$ cat config.mk
export PLATFORM = sky130hd
export DESIGN_NAME = carry_skip_adder
export DESIGN_NICKNAME = d
export VERILOG_FILES = /design/src/rtl/carry_skip_pkg.sv /design/src/rtl/csa_skip_block.sv /design/src/rtl/carry_skip_adder.sv
export SDC_FILE = /design/constraint.sdc
export NUM_CORES = 1
export LEC_CHECK = 0
export CAP_MARGIN = 20
export CORE_ASPECT_RATIO = 0.8
export CORE_UTILIZATION = 41
export DETAILED_ROUTE_END_ITERATION = 16
export PLACE_DENSITY = 0.84
export SLEW_MARGIN = 15
export SYNTH_ARGS = -nofsm -noshare
export SYNTH_HDL_FRONTEND = slang
export SYNTH_SLANG_ARGS = --single-unit
export TNS_END_PERCENT = 5
$ cat constraint.sdc
create_clock -name clk -period 1.4 [get_ports clk]
set_clock_uncertainty 0.2 [all_clocks]
set_input_delay 0.35 -clock clk [delete_from_list [all_inputs] [get_ports clk]]
set_output_delay 0.35 -clock clk [all_outputs]
set_load 0.05 [all_outputs]
$ cat src/rtl/carry_skip_pkg.sv
// Shared constants and types for the carry-skip adder.
package carry_skip_pkg;

  localparam int unsigned CSA_WIDTH_DEFAULT = 32;
  localparam int unsigned CSA_BLOCK_DEFAULT = 4;

  // Full sum at the default width, including the carry-out bit.
  typedef logic [CSA_WIDTH_DEFAULT:0] csa_sum_t;

endpackage

$ cat src/rtl/csa_skip_block.sv
// One ripple block of the carry-skip adder: ripple carries for the sum bits, plus a
// bypass mux that forwards the block carry-in when every bit propagates.
module csa_skip_block #(
  parameter int unsigned BLOCK = 4
) (
  input  logic [BLOCK-1:0] a,
  input  logic [BLOCK-1:0] b,
  input  logic             ci,
  output logic [BLOCK-1:0] s,
  output logic             co
);

  logic [BLOCK-1:0] p;
  logic [BLOCK-1:0] g;
  logic             ripple_co;

  assign p = a ^ b;
  assign g = a & b;

  // Carry kept in a procedural variable so the chain is evaluated in order.
  always_comb begin : ripple
    logic carry;
    carry = ci;
    s     = '0;
    for (int i = 0; i < BLOCK; i++) begin
      s[i]  = p[i] ^ carry;
      carry = g[i] | (p[i] & carry);
    end
    ripple_co = carry;
  end

  assign co = (&p) ? ci : ripple_co;

endmodule

$ cat src/rtl/carry_skip_adder.sv
// Registered WIDTH-bit carry-skip adder, s = a + b + cin, latency 1.
// Define CARRY_SKIP_INPUT_REG_EN to also register a/b/cin (latency 2).
module carry_skip_adder
  import carry_skip_pkg::*;
#(
  parameter int unsigned WIDTH = CSA_WIDTH_DEFAULT,
  parameter int unsigned BLOCK = CSA_BLOCK_DEFAULT
) (
  input  logic             clk,
  input  logic             rst,
  input  logic [WIDTH-1:0] a,
  input  logic [WIDTH-1:0] b,
  input  logic             cin,
  output logic [WIDTH:0]   s,
  output logic             cout
);

  localparam int unsigned NumBlocks = WIDTH / BLOCK;

  if (WIDTH % BLOCK != 0) begin : gen_cfg_err
    $error("carry_skip_adder: WIDTH must be a multiple of BLOCK");
  end

  logic [WIDTH-1:0] op_a;
  logic [WIDTH-1:0] op_b;
  logic             op_cin;

`ifdef CARRY_SKIP_INPUT_REG_EN
  logic [WIDTH-1:0] a_q, a_d;
  logic [WIDTH-1:0] b_q, b_d;
  logic             cin_q, cin_d;

  always_comb begin
    a_d   = a;
    b_d   = b;
    cin_d = cin;
  end

  always_ff @(posedge clk or posedge rst) begin
    if (rst) begin
      a_q   <= '0;
      b_q   <= '0;
      cin_q <= 1'b0;
    end else begin
      a_q   <= a_d;
      b_q   <= b_d;
      cin_q <= cin_d;
    end
  end

  assign op_a   = a_q;
  assign op_b   = b_q;
  assign op_cin = cin_q;
`else
  assign op_a   = a;
  assign op_b   = b;
  assign op_cin = cin;
`endif

  logic [WIDTH-1:0] sum_bits;
  logic             carry_out;

  // Each block takes its carry-in straight from the previous block's skip mux.
  for (genvar j = 0; j < NumBlocks; j++) begin : gen_blk
    logic blk_ci;
    logic blk_co;

    if (j == 0) begin : gen_first
      assign blk_ci = op_cin;
    end else begin : gen_rest
      assign blk_ci = gen_blk[j-1].blk_co;
    end

    csa_skip_block #(
      .BLOCK(BLOCK)
    ) u_blk (
      .a (op_a[j*BLOCK +: BLOCK]),
      .b (op_b[j*BLOCK +: BLOCK]),
      .ci(blk_ci),
      .s (sum_bits[j*BLOCK +: BLOCK]),
      .co(blk_co)
    );
  end

  assign carry_out = gen_blk[NumBlocks-1].blk_co;

  logic [WIDTH:0] s_q, s_d;

  always_comb begin
    s_d = {carry_out, sum_bits};
  end

  always_ff @(posedge clk or posedge rst) begin
    if (rst) begin
      s_q <= '0;
    end else begin
      s_q <= s_d;
    end
  end

  assign s    = s_q;
  assign cout = s_q[WIDTH];

endmodule

==> impl_metrics.env, run 1 <==
export IMPL_peakVddDrop_mv=0.836
export IMPL_largest_reg_flops=33
export IMPL_htreeDepth=2
export IMPL_clkPwrFrac=0.153
export IMPL_fill_cells=245
export IMPL_hold_slack_ns=0.251
export IMPL_synth_edf_count=0
export IMPL_cpMostUsedCell="fa_2"
export IMPL_worstMarginPinSlew_ns=0.330
export IMPL_synthArstFlopShare=1.00
export IMPL_grt_pass1_wl_mm=8.98
export IMPL_postRouteAntennaNets=0
export IMPL_synth_distinct_cells=19
export IMPL_vias=1561
export IMPL_yosysWarnings=0
export IMPL_maxSlewHeadroom=0.779
export IMPL_startpoint="a[0]"
export IMPL_syn_area_sq_mm=0.00210
export IMPL_yosys_area_share_simple=0.0489
export IMPL_mostFrequentLayoutCell="clkdlybuf4s50_1"
export IMPL_grt_pass1_vias=1869
export IMPL_dp_cells=325
export IMPL_core_sq_mm=0.00476
export IMPL_worstPathRequired_ns=1.42
export IMPL_combPwrFrac=0.547
export IMPL_numPortBuffers=100
export IMPL_syn_num_nets=270
export IMPL_status="finished, violations left"
export IMPL_synth_mux_area_fraction=0.0155
export IMPL_layout_common_cells="clkdlybuf4s50_1 (61), buf_12 (35), fa_2 (32), ha_1 (32), dfrtp_1 (32)"
export IMPL_area_growth_pct=90.5
export IMPL_powerDensity_mw_per_mm2=1110
export IMPL_min_period_ns=13.37
export IMPL_cp_max_fo=2
export IMPL_netSwitchingFraction=0.381
export IMPL_setup_viol=34
export IMPL_finish_cell_count_without_fillers=338
export IMPL_drt_vias_per_instance=4.62
export IMPL_dpl_hpwl_mm=4.82
export IMPL_track_usage=0.237
export IMPL_drc_errors=0
export IMPL_drt_total_wl_mm=5.55
export IMPL_seq_area_sq_um=827
export IMPL_cp_slowest_stage_delay_ns=0.42
export IMPL_utilization=0.840
export IMPL_initial_utilization=0.441
export IMPL_min_path_type="in2async"
export IMPL_core_rowCount=22
export IMPL_synth_compound_gate_area_share=0.0215
export IMPL_synth_seq_cells=33
export IMPL_synth_top_family_by_area="adder cells"
export IMPL_grt_ovfl_total=0
export IMPL_hold_viol=0
export IMPL_cts_sinks=33
export IMPL_p_leak_nw=1.78
export IMPL_io_pins=101
export IMPL_cts_tree="built"
export IMPL_synthAdderAreaFrac=0.496
export IMPL_power_switching_mw=1.70
export IMPL_multi_input_area_sq_mm=0.00137
export IMPL_seq_area_frac_synth=0.393
export IMPL_clk_pin_slew_ns=0.07
export IMPL_grt_antenna_before_repair=0
export IMPL_cts_made_buffers=5
export IMPL_arrival_ns=13.39
export IMPL_pwr_share_seq=0.300
export IMPL_die_h_um=66.0
export IMPL_clock_fmax_mhz=74.8
export IMPL_final_nets=408
export IMPL_drtIter0Drc=11
export IMPL_dieArea_sq_mm=0.00541
export IMPL_intPower_mw=2.76
export IMPL_cts_root_buffer="clkbuf_8"
export IMPL_firstDrtPassIters=4
export IMPL_drv_cap=0
export IMPL_avgSynthCellArea_sq_um=15.1
export IMPL_critPathKind="in2reg"
export IMPL_fin_crit_sh=9.55
export IMPL_cp_slowest_cell="fa_2"
export IMPL_hold_buffers=0
export IMPL_critPathLaunchType="input port"
export IMPL_violations="negative setup slack"
export IMPL_syn_instance_count=139
export IMPL_synth_main_ff_cell="dfrtp_1"
export IMPL_end_kind="flop"
export IMPL_diodes=0
export IMPL_place_gp_congestion=0.843
export IMPL_slew_violations=0
export IMPL_grt_max_degree=34
export IMPL_die_width_um=82.0
export IMPL_drive_gt1_frac=0.450
export IMPL_clock_path_buffers=2
export IMPL_synth_xor_area_share=0
export IMPL_fin_ws_ns=-11.97
export IMPL_rsz0062_at_grt="yes"
export IMPL_drt_wirelength_per_cell_um=16.4
worst max-delay path, delay by kind of cell:
kind	cells	cell delay [ns]
AOI/OAI and AO/OA	4	0.42
adders and majority gates	32	11.12
buffers and inverters	7	0.43
muxes	2	0.49
and+or+nand+nor	6	0.58
Yosys cell counts (all sizes together) (2+ instances only):
library cell   n  area [sq um]
a21oi          3          15.0
and4           2          17.5
dfrtp         33           826
fa            32           641
ha            32           400
inv           12          45.0
mux2           2          22.5
nand2          5          18.8
nand4          6          37.5
nor2           3          11.3
through the flow:
stage / area (sq um) / total power [mW] / TNS [ns] / setup WS, ns
2_1_floorplan: 2180 / 2.26 / -194.14 / -11.81
3_3_place_gp: 3800 / 3.66 / -215.84 / -12.64
3_5_place_dp: 3800 / 3.74 / -222.72 / -12.95
4_1_cts: 3920 / 4.45 / -203.44 / -12.25
5_1_grt: 4000 / 4.67 / -202.48 / -12.36
6_report: 4000 / 4.45 / -195.86 / -11.97
layer usage:
layer / share of wire / track usage / vias up
met2: 0.56 / 0.452 / 52
met5: 0 / 0 / -
met3: 0.055 / 0.0579 / 7
li1: - / - / 714
met4: 0.015 / 0.0746 / 0
met1: 0.36 / 0.252 / 788
cells by family after synthesis:
family,Yosys count
AOI/OAI and AO/OA,7
muxes,3
adders and majority gates,64
DFF,33
buffers and inverters,13
and+or+nand+nor,19
final cells by class:
type | count | share of cell area
Multi-Input combinational cell | 93 | 0.343
Timing Repair Buffer | 132 | 0.399
Tap cell | 60 | 0.0188
Sequential cell | 33 | 0.207
Inverter | 12 | 0.0125
Clock buffer | 8 | 0.0200
final timing paths:
check,end
max,s[31]
min,s[25]
max in group asynchronous,s[32]
min in group clk,s[1]
power groups by stage:
stage | registers, mW | clock network (mW) | logic [mW]
5_1_grt | 1.35 | 0.747 | 2.57
2_1_floorplan | 1.96 | 0 | 0.306
3_5_place_dp | 1.35 | 0 | 2.38
4_1_cts | 1.34 | 0.695 | 2.41
3_3_place_gp | 1.34 | 0 | 2.31
6_report | 1.34 | 0.680 | 2.44
repair_timing:
item / 4_1_cts / 5_1_grt
pin swaps: 0 / 1
setup endpoints to repair: 37 / 54
resized for setup: 13 / 28
buffers inserted: 1 / 4
Note: power is estimated with default switching activity, not from simulation.
==> inputs of run 2 (changes only) <==
--- a/config.mk
+++ b/config.mk
@@ -7,9 +7,10 @@
 export LEC_CHECK = 0
 export CAP_MARGIN = 20
 export CORE_ASPECT_RATIO = 0.8
-export CORE_UTILIZATION = 41
+export CORE_UTILIZATION = 42
+export CTS_BUF_LIST = sky130_fd_sc_hd__clkbuf_4
 export DETAILED_ROUTE_END_ITERATION = 16
-export PLACE_DENSITY = 0.84
+export PLACE_DENSITY = 0.85
 export SLEW_MARGIN = 15
 export SYNTH_ARGS = -nofsm -noshare
 export SYNTH_HDL_FRONTEND = slang
==> run 2 against run 1 <==
Effect of this change: the flow still finishes with violations (negative setup slack); combinational power grew 4%; non-clock buffer count rose by 11; maximum frequency shrank 0.62%; die area is 2.3% lower; wire length rose by 11%; count of clock-buffer cells in the layout fell by 2; global-route usage is 3.6 points higher; critical path depth stayed put; sequential share of layout area fell by 0.35 points.
==> impl_metrics.env, run 2 (synthesized netlist as in run 1, its figures left out) <==
export IMPL_numPortBuffers=100
export IMPL_dpl_hpwl_mm=4.43
export IMPL_die_h_um=65.2
export IMPL_utilization=0.864
export IMPL_postRouteAntennaNets=0
export IMPL_firstDrtPassIters=4
export IMPL_htreeDepth=2
export IMPL_status="finished, violations left"
export IMPL_track_usage=0.273
export IMPL_fin_ws_ns=-12.05
export IMPL_worstMarginPinSlew_ns=0.433
export IMPL_rsz0062_at_grt="yes"
export IMPL_die_width_um=81.0
export IMPL_drtIter0Drc=49
export IMPL_end_kind="flop"
export IMPL_final_nets=419
export IMPL_mostFrequentLayoutCell="clkdlybuf4s50_1"
export IMPL_drc_errors=0
export IMPL_cts_made_buffers=5
export IMPL_core_sq_mm=0.00471
export IMPL_worstPathRequired_ns=1.50
export IMPL_maxSlewHeadroom=0.710
export IMPL_drt_wirelength_per_cell_um=17.8
export IMPL_initial_utilization=0.446
export IMPL_vias=1665
export IMPL_min_period_ns=13.45
export IMPL_largest_reg_flops=33
export IMPL_cp_slowest_stage_delay_ns=0.44
export IMPL_cp_slowest_cell="fa_2"
export IMPL_cts_tree="built"
export IMPL_dieArea_sq_mm=0.00529
export IMPL_clock_fmax_mhz=74.3
export IMPL_violations="negative setup slack"
export IMPL_p_leak_nw=1.81
export IMPL_grt_pass1_wl_mm=9.98
export IMPL_layout_common_cells="clkdlybuf4s50_1 (61), buf_4 (41), buf_12 (35)"
export IMPL_clock_path_buffers=2
export IMPL_drv_cap=0
export IMPL_setup_viol=65
export IMPL_min_path_type="in2async"
export IMPL_grt_max_degree=34
export IMPL_slew_violations=0
export IMPL_arrival_ns=13.56
export IMPL_critPathKind="in2reg"
export IMPL_place_ws_ns=-12.91
export IMPL_fin_crit_sh=9.61
export IMPL_grt_antenna_before_repair=0
export IMPL_cpMostUsedCell="fa_2"
export IMPL_powerDensity_mw_per_mm2=1080
export IMPL_core_rowCount=22
export IMPL_cp_max_fo=2
export IMPL_drt_total_wl_mm=6.18
export IMPL_peakVddDrop_mv=0.854
export IMPL_drt_vias_per_instance=4.78
export IMPL_hold_viol=0
export IMPL_place_gp_congestion=0.807
export IMPL_clk_pin_slew_ns=0.10
export IMPL_cts_root_buffer="clkbuf_4"
export IMPL_hold_buffers=0
export IMPL_critPathLaunchType="input port"
export IMPL_grt_ovfl_total=0
export IMPL_io_pins=101
export IMPL_total_power_mw=4.38
export IMPL_area_growth_pct=93.7
export IMPL_diodes=0
export IMPL_drive_gt1_frac=0.486
export IMPL_cts_sinks=33
export IMPL_grt_pass1_vias=2032
==> run 2: changes by cell type in the layout (fill, tap and decap cells not counted), moves of 2 or more <==
cell,before,now
buf_4,31,41
dlymetal6s2s_1,2,0
clkbuf_1,3,0
clkbuf_8,5,0
dlygate4sd2_1,0,2
clkbuf_4,0,6
==> run 2: cell type report <==
type	instances	area, sq um
multi-input combinational	93	1380
fill	196	639
inverter	12	50.0
tap	60	75.1
clock inverter	1	3.75
clock buffer	6	45.0
timing repair buffer	143	1690
sequential	33	827
==> run 2: critical path, delay by kind of cell <==
| family | cells | cell delay, ns |
|---|---|---|
| adder cells (fa/ha/maj) | 32 | 11.27 |
| multiplexers | 2 | 0.50 |
| AO/OA/AOI/OAI | 4 | 0.41 |
| AND/OR/NAND/NOR | 6 | 0.56 |
| buffers and inverters | 7 | 0.44 |
==> run 2: power by group <==
part | internal, mW | leakage [nW] | switching, mW
combinational | 1.31 | 1.40 | 1.23
clock | 0.201 | 0.0292 | 0.309
sequential | 1.16 | 0.384 | 0.172
==> run 2: per-stage QoR <==
stage	std cells	TNS (ns)	hold WS, ns	instance area, sq um
after global routing	348	-204.46	0.157	4070
after detailed placement	324	-220.68	0.513	3790
after CTS	348	-196.11	0.144	4030
final	348	-198.16	0.140	4070
after global placement	324	-216.03	0.522	3790
after floorplan	139	-194.14	0.279	2180
==> run 2: worst max-delay path by stage <==
stage / start / to / slack, ns / cells past startpoint
6_report: cin / s[31] / -12.05 / 51
5_1_grt: a[0] / s[31] / -12.39 / 51
4_1_cts: a[0] / s[31] / -11.95 / 51
3_5_place_dp: b[0] / s[31] / -12.91 / 51
3_3_place_gp: b[0] / s[31] / -12.65 / 51
2_1_floorplan: a[0] / s[31] / -11.81 / 50
==> run 2: routing by layer <==
layer  vias up  wire length, um  GRT usage
li1        736                -          -
met1       839             2090      0.272
met2        71             3540      0.521
met3        19              323     0.0667
met4         0              225      0.134
met5         -                0          0
==> run 2: timing repair <==
action,4_1_cts,5_1_grt
setup endpoints to repair,67,65
cloned,0,0
buffers inserted,17,2
gates resized for setup,41,9
pin swaps,7,1
==> inputs of run 3 (changes only) <==
--- a/config.mk
+++ b/config.mk
@@ -7,6 +7,7 @@
 export LEC_CHECK = 0
 export CAP_MARGIN = 20
 export CORE_ASPECT_RATIO = 0.8
+export CORE_MARGIN = 1
 export CORE_UTILIZATION = 42
 export CTS_BUF_LIST = sky130_fd_sc_hd__clkbuf_4
 export DETAILED_ROUTE_END_ITERATION = 16
==> results of run 3 <==
Same layout as run 2: the final DEF is identical, and so are final timing and power.
